File: config.mk
export PLATFORM = sky130hd
export DESIGN_NAME = sqrt_stream_if
export DESIGN_NICKNAME = d
export VERILOG_FILES = /design/src/rtl/sqrt_stream_if.sv
export SDC_FILE = /design/constraint.sdc
export NUM_CORES = 1
export LEC_CHECK = 0
export CAP_MARGIN = 20
export CORE_ASPECT_RATIO = 2
export CORE_UTILIZATION = 41
export CTS_CLUSTER_SIZE = 20
export DETAILED_ROUTE_END_ITERATION = 10
export PLACE_DENSITY = 0.74
export SLEW_MARGIN = 10
export SYNTH_ARGS = -nofsm -noshare
export SYNTH_HDL_FRONTEND = slang
export SYNTH_SLANG_ARGS = --single-unit
File: constraint.sdc
create_clock -name clk_i -period 1.3 [get_ports clk_i]
set_input_delay 0.26 -clock clk_i [delete_from_list [all_inputs] [get_ports clk_i]]
set_output_delay 0.26 -clock clk_i [all_outputs]
set_load 0.005 [all_outputs]
File: src/rtl/sqrt_stream_if.sv
// sqrt_stream_if: valid/ready wrapper around the structural square-root core.
// Accepts one 8-bit operand at a time, runs the core once per operand and
// queues the 4-bit results in a small circular FIFO toward the consumer.
// Optional watchdog: define SQRT_IF_TIMEOUT_EN to add the TIMEOUT_CYC
// counter and the err_o pulse output.
module sqrt_stream_if #(
   parameter int unsigned OUT_DEPTH = 2
`ifdef SQRT_IF_TIMEOUT_EN
   ,parameter int unsigned TIMEOUT_CYC = 200
`endif
) (
   input  logic       clk_i,
   input  logic       rstn_i,
   input  logic       in_valid_i,
   output logic       in_ready_o,
   input  logic [7:0] in_data_i,
   output logic       out_valid_o,
   input  logic       out_ready_i,
   output logic [3:0] out_data_o,
   output logic       core_enb_o,
   output logic [7:0] core_x_o,
   input  logic       core_busy_i,
   input  logic [3:0] core_r_i
`ifdef SQRT_IF_TIMEOUT_EN
   ,output logic      err_o
`endif
);

   localparam int unsigned PW = (OUT_DEPTH > 1) ? $clog2(OUT_DEPTH) : 1;
   localparam int unsigned CW = $clog2(OUT_DEPTH + 1);

   typedef enum logic [1:0] {S_WAKE, S_IDLE, S_LAUNCH, S_RUN} state_t;

   state_t          r_state;
   logic [7:0]      r_x;
   logic [3:0]      r_mem [OUT_DEPTH];
   logic [PW-1:0]   r_wr;
   logic [PW-1:0]   r_rd;
   logic [CW-1:0]   r_cnt;

   logic            w_ready;
   logic            w_accept;
   logic            w_push;
   logic            w_pop;
   logic            w_active;
   logic            w_timeout;

   function automatic logic [PW-1:0] f_next(input logic [PW-1:0] p);
      return (p == PW'(OUT_DEPTH - 1)) ? '0 : p + PW'(1);
   endfunction

   assign w_active = (r_state == S_LAUNCH) || (r_state == S_RUN);
   assign w_ready  = (r_state == S_IDLE) && (r_cnt < CW'(OUT_DEPTH));
   assign w_accept = w_ready && in_valid_i;
   assign w_pop    = (r_cnt != '0) && out_ready_i;
   assign w_push   = (r_state == S_RUN) && !core_busy_i && !w_timeout;

   // Enable follows busy in RUN so the core sees it low the cycle it goes idle.
   assign core_enb_o = !w_timeout &&
                       ((r_state == S_LAUNCH) || ((r_state == S_RUN) && core_busy_i));

   assign in_ready_o  = w_ready;
   assign out_valid_o = (r_cnt != '0);
   assign out_data_o  = r_mem[r_rd];
   assign core_x_o    = r_x;

`ifdef SQRT_IF_TIMEOUT_EN
   localparam int unsigned TW = (TIMEOUT_CYC > 255) ? $clog2(TIMEOUT_CYC + 1) : 8;

   logic [TW-1:0] r_tcnt;
   logic          r_err;

   assign w_timeout = w_active && (r_tcnt == TW'(TIMEOUT_CYC));
   assign err_o     = r_err;

   // Watchdog: cycles spent in LAUNCH/RUN for the current operand.
   always_ff @(posedge clk_i or negedge rstn_i) begin
      if (!rstn_i) begin
         r_tcnt <= '0;
         r_err  <= 1'b0;
      end else begin
         if (w_accept)      r_tcnt <= '0;
         else if (w_active) r_tcnt <= r_tcnt + TW'(1);
         r_err <= w_timeout;
      end
   end
`else
   assign w_timeout = 1'b0;
`endif

   // Controller: one operand in flight, core run sequencing.
   always_ff @(posedge clk_i or negedge rstn_i) begin
      if (!rstn_i) begin
         r_state <= S_WAKE;
         r_x     <= '0;
      end else begin
         case (r_state)
            S_WAKE:   if (!core_busy_i) r_state <= S_IDLE;
            S_IDLE: begin
               if (w_accept) begin
                  r_x     <= in_data_i;
                  r_state <= S_LAUNCH;
               end
            end
            S_LAUNCH: begin
               if (w_timeout)       r_state <= S_WAKE;
               else if (core_busy_i) r_state <= S_RUN;
            end
            S_RUN: begin
               if (w_timeout)        r_state <= S_WAKE;
               else if (!core_busy_i) r_state <= S_IDLE;
            end
            default:  r_state <= S_WAKE;
         endcase
      end
   end

   // Result FIFO: circular buffer with occupancy counter.
   always_ff @(posedge clk_i or negedge rstn_i) begin
      if (!rstn_i) begin
         for (int unsigned i = 0; i < OUT_DEPTH; i++) r_mem[i] <= '0;
         r_wr  <= '0;
         r_rd  <= '0;
         r_cnt <= '0;
      end else begin
         if (w_push) begin
            r_mem[r_wr] <= core_r_i;
            r_wr        <= f_next(r_wr);
         end
         if (w_pop) r_rd <= f_next(r_rd);
         case ({w_push, w_pop})
            2'b10:   r_cnt <= r_cnt + CW'(1);
            2'b01:   r_cnt <= r_cnt - CW'(1);
            default: r_cnt <= r_cnt;
         endcase
      end
   end

endmodule

# After elaboration in Yosys (flattened, before gate mapping)
# Cells that the tools add are included.
# W data, S select, Z words.
# word_totals
reg_bits	22
latchBits	0
ramBits	0
rom_bits	0
elab_cells	52
mem_count	0
# classes
addsub	4
n_mul	0
div	0
order_cmp	4
eq_ne	8
shifts	0
n_mux	13
n_bitwise	2
n_reduce_logical	14
# ops
op	n
$mux W4	4
$bwmux W8	1
$eq A2 B2 Y1 const B	3
$logic_and A1 B1 Y1	6
$mux W2	3
$ne A2 B2 Y1 const B	3
$pmux W2 S3	1
$demux W4 S1	1
$eq A2 B1 Y1 const B	2
$ge A2 B2 Y1 const B	2
$not A1 Y2	2
$pmux W2 S2	1
$reduce_bool A2 Y1	2
$reduce_and A3 Y1	1
$add A1 B1 Y1 const B	2
$add A2 B1 Y2 const B	1
$logic_not A2 Y1	1
$lt A2 B1 Y1 const B	1
$lt A2 B2 Y1 const B	1
$mux W1	2
$reduce_and A2 Y1	1
$reduce_or A2 Y1	1
$sub A2 B1 Y2 const B	1
$logic_not A1 Y1	1
$logic_or A1 B1 Y1	1

# Logic depth before layout (Yosys ltp)
# logic_depth
depth_word	6
depth_mapped	6
mapped_depth_nobuf	6

# Worst setup path before layout
# Ideal clock, no wire load.
# synth_timing
path_type	reg-to-reg
from	register r_cnt[0]
to	register r_cnt[1]
setup_ns	0.079
arrival_ns	1.388
t_required_ns	1.221
slack_ns	-0.167
stages_incl_launch_ff	6
path_buffers	0
path_cell_list	dfrtp_1 or2_1 and2_1 ha_1 nor2_1 xor2_1
# synth_between
elab_chain_cells	4
word_cells_on_any_way	8
classes_between	add/sub: 2; eq/ne: 2; mux: 1; reduce/logical: 3
# synth_rtl
item	line_no	source
start: declaration	39	logic [CW-1:0] r_cnt;
start signal: assignment	132	2'b10: r_cnt <= r_cnt + CW'(1);
start signal: assignment	133	2'b01: r_cnt <= r_cnt - CW'(1);
start signal: assignment	134	default: r_cnt <= r_cnt;
$reduce_bool A2 Y1 (*)	n/a	
net out_valid_o	17	output logic out_valid_o,
$logic_and A1 B1 Y1 (*)	55	assign w_pop = (r_cnt != '0) && out_ready_i;
net w_pop	44	logic w_pop;
$eq A2 B1 Y1 / $eq A2 B2 Y1 (equally long branches)	131	case ({w_push, w_pop})
$pmux W2 S2 / $reduce_bool A2 Y1 (equally long branches)	n/a	
# The timed path passes the listed nets; every way through them passes the cells marked *.
# A chain may end at the register's enable or synchronous reset.

# Worst setup path in the final report
# layout_timing
from	register r_state[0]
to	output port in_ready_o
# layout_between
elab_chain_cells	2
# layout_rtl
item	line_no	source
start: declaration	34	state_t r_state;
start signal: assignment	94	r_state <= S_WAKE;
start signal: assignment	98	S_WAKE: if (!core_busy_i) r_state <= S_IDLE;
start signal: assignment	102	r_state <= S_LAUNCH;
$eq A2 B1 Y1	53	assign w_ready = (r_state == S_IDLE) && (r_cnt < CW'(OUT_DEPTH));
$logic_and A1 B1 Y1	53	
end: declaration	15	output logic in_ready_o,
# No other way between the ends.

==> flow_summary_export.csv <==
group,metric,value,unit
outcome,status,"complete, but fails checks",
logic_synthesis,synth-async-reset-ratio,1.00,
logic_synthesis,synth_edf_count,0,
sta,relSlewSlack,0.784,
placed_design,port_buffers,31,
logic_synthesis,synth_warnings,0,
drt,drc,0,
sta,clock.fmax,650,MHz
cells_and_area,multi_input_area,623,um2
clock_tree,cts_tree,"built",
cells_and_area,antennaDiodeCount,0,
cells_and_area,syn2layout_area_growth,63.9,%
logic_synthesis,synthDistinctLibCells,21,
logic_synthesis,synth_area,1080,um2
die,rows,26,
drt,viasPerCell,4.93,
logic_synthesis,ys_ff_latch,22,
critical_path,crit_path_start,"r_state[0]",
sta,min_period,1.54,ns
power,power.leakage,0.886,nW
grt,grt_pass1_vias,827,
drt,wl_per_cell,16.4,um
placed_design,place_congestion,0.635,
worst_hold_path,min_path_type,"in -> async",
die,initial_core_util,0.427,
placed_design,placed_cells,139,
logic_synthesis,synth_top_area_cell,"dfrtp_1",
sta,tightest_slew,0.323,ns
critical_path,worstPathRequired,1.04,ns
clock_tree,cts-root-buf,"clkbuf_8",
logic_synthesis,ys.flop_type,"dfrtp_1",
cells_and_area,nets,154,
clock_tree,cts_num_sinks,22,
cells_and_area,final_core_util,0.700,
critical_path,cp.arrival,1.28,ns
clock_tree,clk_pin_slew_worst_paths,0.08,ns
logic_synthesis,synth_top_area_frac,0.508,
cells_and_area,drive_above_1_share,0.568,
grt,track_usage,0.209,
power,p_total,4.45,mW
sta,whs,0.342,ns
cells_and_area,fin_cells,160,
grt,antenna_found_initial,0,
power,powerDensity,2500,nW/um2
grt,grt_max_degree,23,
logic_synthesis,postSynthNetCount,92,
die,die_area,2860,um2
drt,drtIter0Drc,8,
grt,gr-total-overflow,0,
logic_synthesis,ys_seq_area_frac,0.508,
sta,min_period_over_period,1.18,
clock_tree,clockBufferDepth,2,
flow_run,cap_violations,0,
clock_tree,cts_buffers,3,
placed_design,pre_cts_ws,-0.365,ns
die,die_x,38.4,um
critical_path,worst_setup_path_end_kind,"output pin",
drt,routed_wl,2620,um
placed_design,place_hpwl,1740,um
logic_synthesis,synth.most_common_cell,"dfrtp_1",
die,io_pins,32,
critical_path,r2r_start,"r_state[1]",
logic_synthesis,synth_commonest_cells,"22 x dfrtp_1, 12 x mux2_4, 5 x mux2_1, 4 x ha_1, 4 x mux2_2",
cells_and_area,seq_area,554,um2
logic_synthesis,syn_inst,71,
drt,ant_nets,0,
die,coreArea,2540,um2
drt,firstDrtPassIters,4,
critical_path,worstPathMaxFanout,3,
sta,setup_viol,26,
critical_path,path_class,"reg -> out",
power,ir_drop,1.61,mV
sta,skew,0.00344,ns
drt,num_vias,788,
logic_synthesis,syn_area_per_cell,15.3,um2
cells_and_area,fill_cells,187,
clock_tree,h-tree-depth,1,
sta,grt_setup_unrepaired,"true",
logic_synthesis,synthTopCellsByArea,"dfrtp_1 51%, mux2_4 17%, mux2_1 5.2%, ha_1 4.6%, mux2_2 4.2%",
clock_tree,insertion_delay,0.26,ns
outcome,violations,"setup timing",
die,dieHeight,74.7,um
critical_path,start_kind,"flop",
clock_tree,postCtsHoldBufs,0,
grt,grt_pass1_wl,4000,um
sta,hold_viol_final,0,
sta,setup_slack,-0.237,ns
sta,slew_viol_final,0,
worst paths after layout:
check | endpoint | slack, ns | cells after the start
worst max-delay path | in_ready_o | -0.24 | 4
worst min-delay path | r_mem[7] | 0.34 | 2
worst max register to register | r_mem[0] | -0.18 | 5
worst min register to register | r_mem[0] | 0.50 | 1
max in group asynchronous | r_rd | 0.72 | 2
min in group clk_i | r_mem[0] | 0.50 | 1
power by group:
part	total (mW)	switching, mW	internal (mW)
sequential	1.31	0.262	1.05
clock	0.482	0.212	0.270
combinational	2.65	0.905	1.75
total	4.45	1.38	3.07
placed cells by master, fill, tap and decap left out, types with 2 or more instances in the layout:
cell,synthesis,routed
a21o_1,2,2
buf_2,0,4
buf_4,0,19
buf_6,0,9
clkbuf_8,0,4
clkdlybuf4s50_1,0,16
dfrtp_1,22,19
dfrtp_2,0,3
dlygate4sd2_1,0,8
ha_4,0,3
mux2_2,4,2
mux2_4,12,18
nand2b_4,1,2
nand3b_4,2,3
xnor2_1,3,3
xor2_1,2,2
through the flow:
stage	TNS, ns	instance area [um2]
6_report	-3.84	1780
5_1_grt	-4.98	1780
4_1_cts	-3.69	1750
3_5_place_dp	-5.55	1520
3_3_place_gp	-4.75	1520
2_1_floorplan	-0.111	1110
cell type report:
cell class | instances | area share
multi-input combinational | 47 | 0.351
sequential | 22 | 0.312
timing repair buffer | 56 | 0.278
clock buffer | 4 | 0.0310
tap | 28 | 0.0197
inverter | 3 | 0.00775
repair_timing:
action | in CTS | in global routing
resized for setup | 58 | 4
endpoints found under the setup margin | 35 | 27
gates cloned | 1 | 0
pin swaps | 4 | 2
setup buffers | 15 | 1
flip-flops by register name, indices dropped and copies added, names as in the netlist:
name,count
core_x_o,8
r_mem,8
r_cnt,2
r_state,2
r_rd,1
r_wr,1
metal layers:
layer | global-route usage | share of wire | routed length (um)
met2 | 0.371 | 0.57 | 1500
met4 | 0.103 | 0.021 | 54
met3 | 0.0383 | 0.032 | 85
met5 | 0 | 0 | 0
met1 | 0.227 | 0.37 | 979
worst max-delay path, stage by stage, from the launching register on:
cell and delay [ns]:
dfrtp_2 0.44, buf_6 0.13, ha_4 0.15, and2b_2 0.19
buf_6 0.11
cells by family (layout without fill, tap and decap cells):
| kind of cell | after synthesis | after routing | share of synthesized area |
|---|---|---|---|
| AOI/OAI and AO/OA | 6 | 6 | 0.0393 |
| xor gates and xnor gates | 5 | 5 | 0.0404 |
| adders and majority gates | 4 | 4 | 0.0462 |
| buffers and inverters | 3 | 63 | 0.0104 |
| DFF | 22 | 22 | 0.508 |
| muxes | 21 | 21 | 0.260 |
| and+or+nand+nor | 10 | 11 | 0.0959 |
Power figures use the tool's default switching activity.
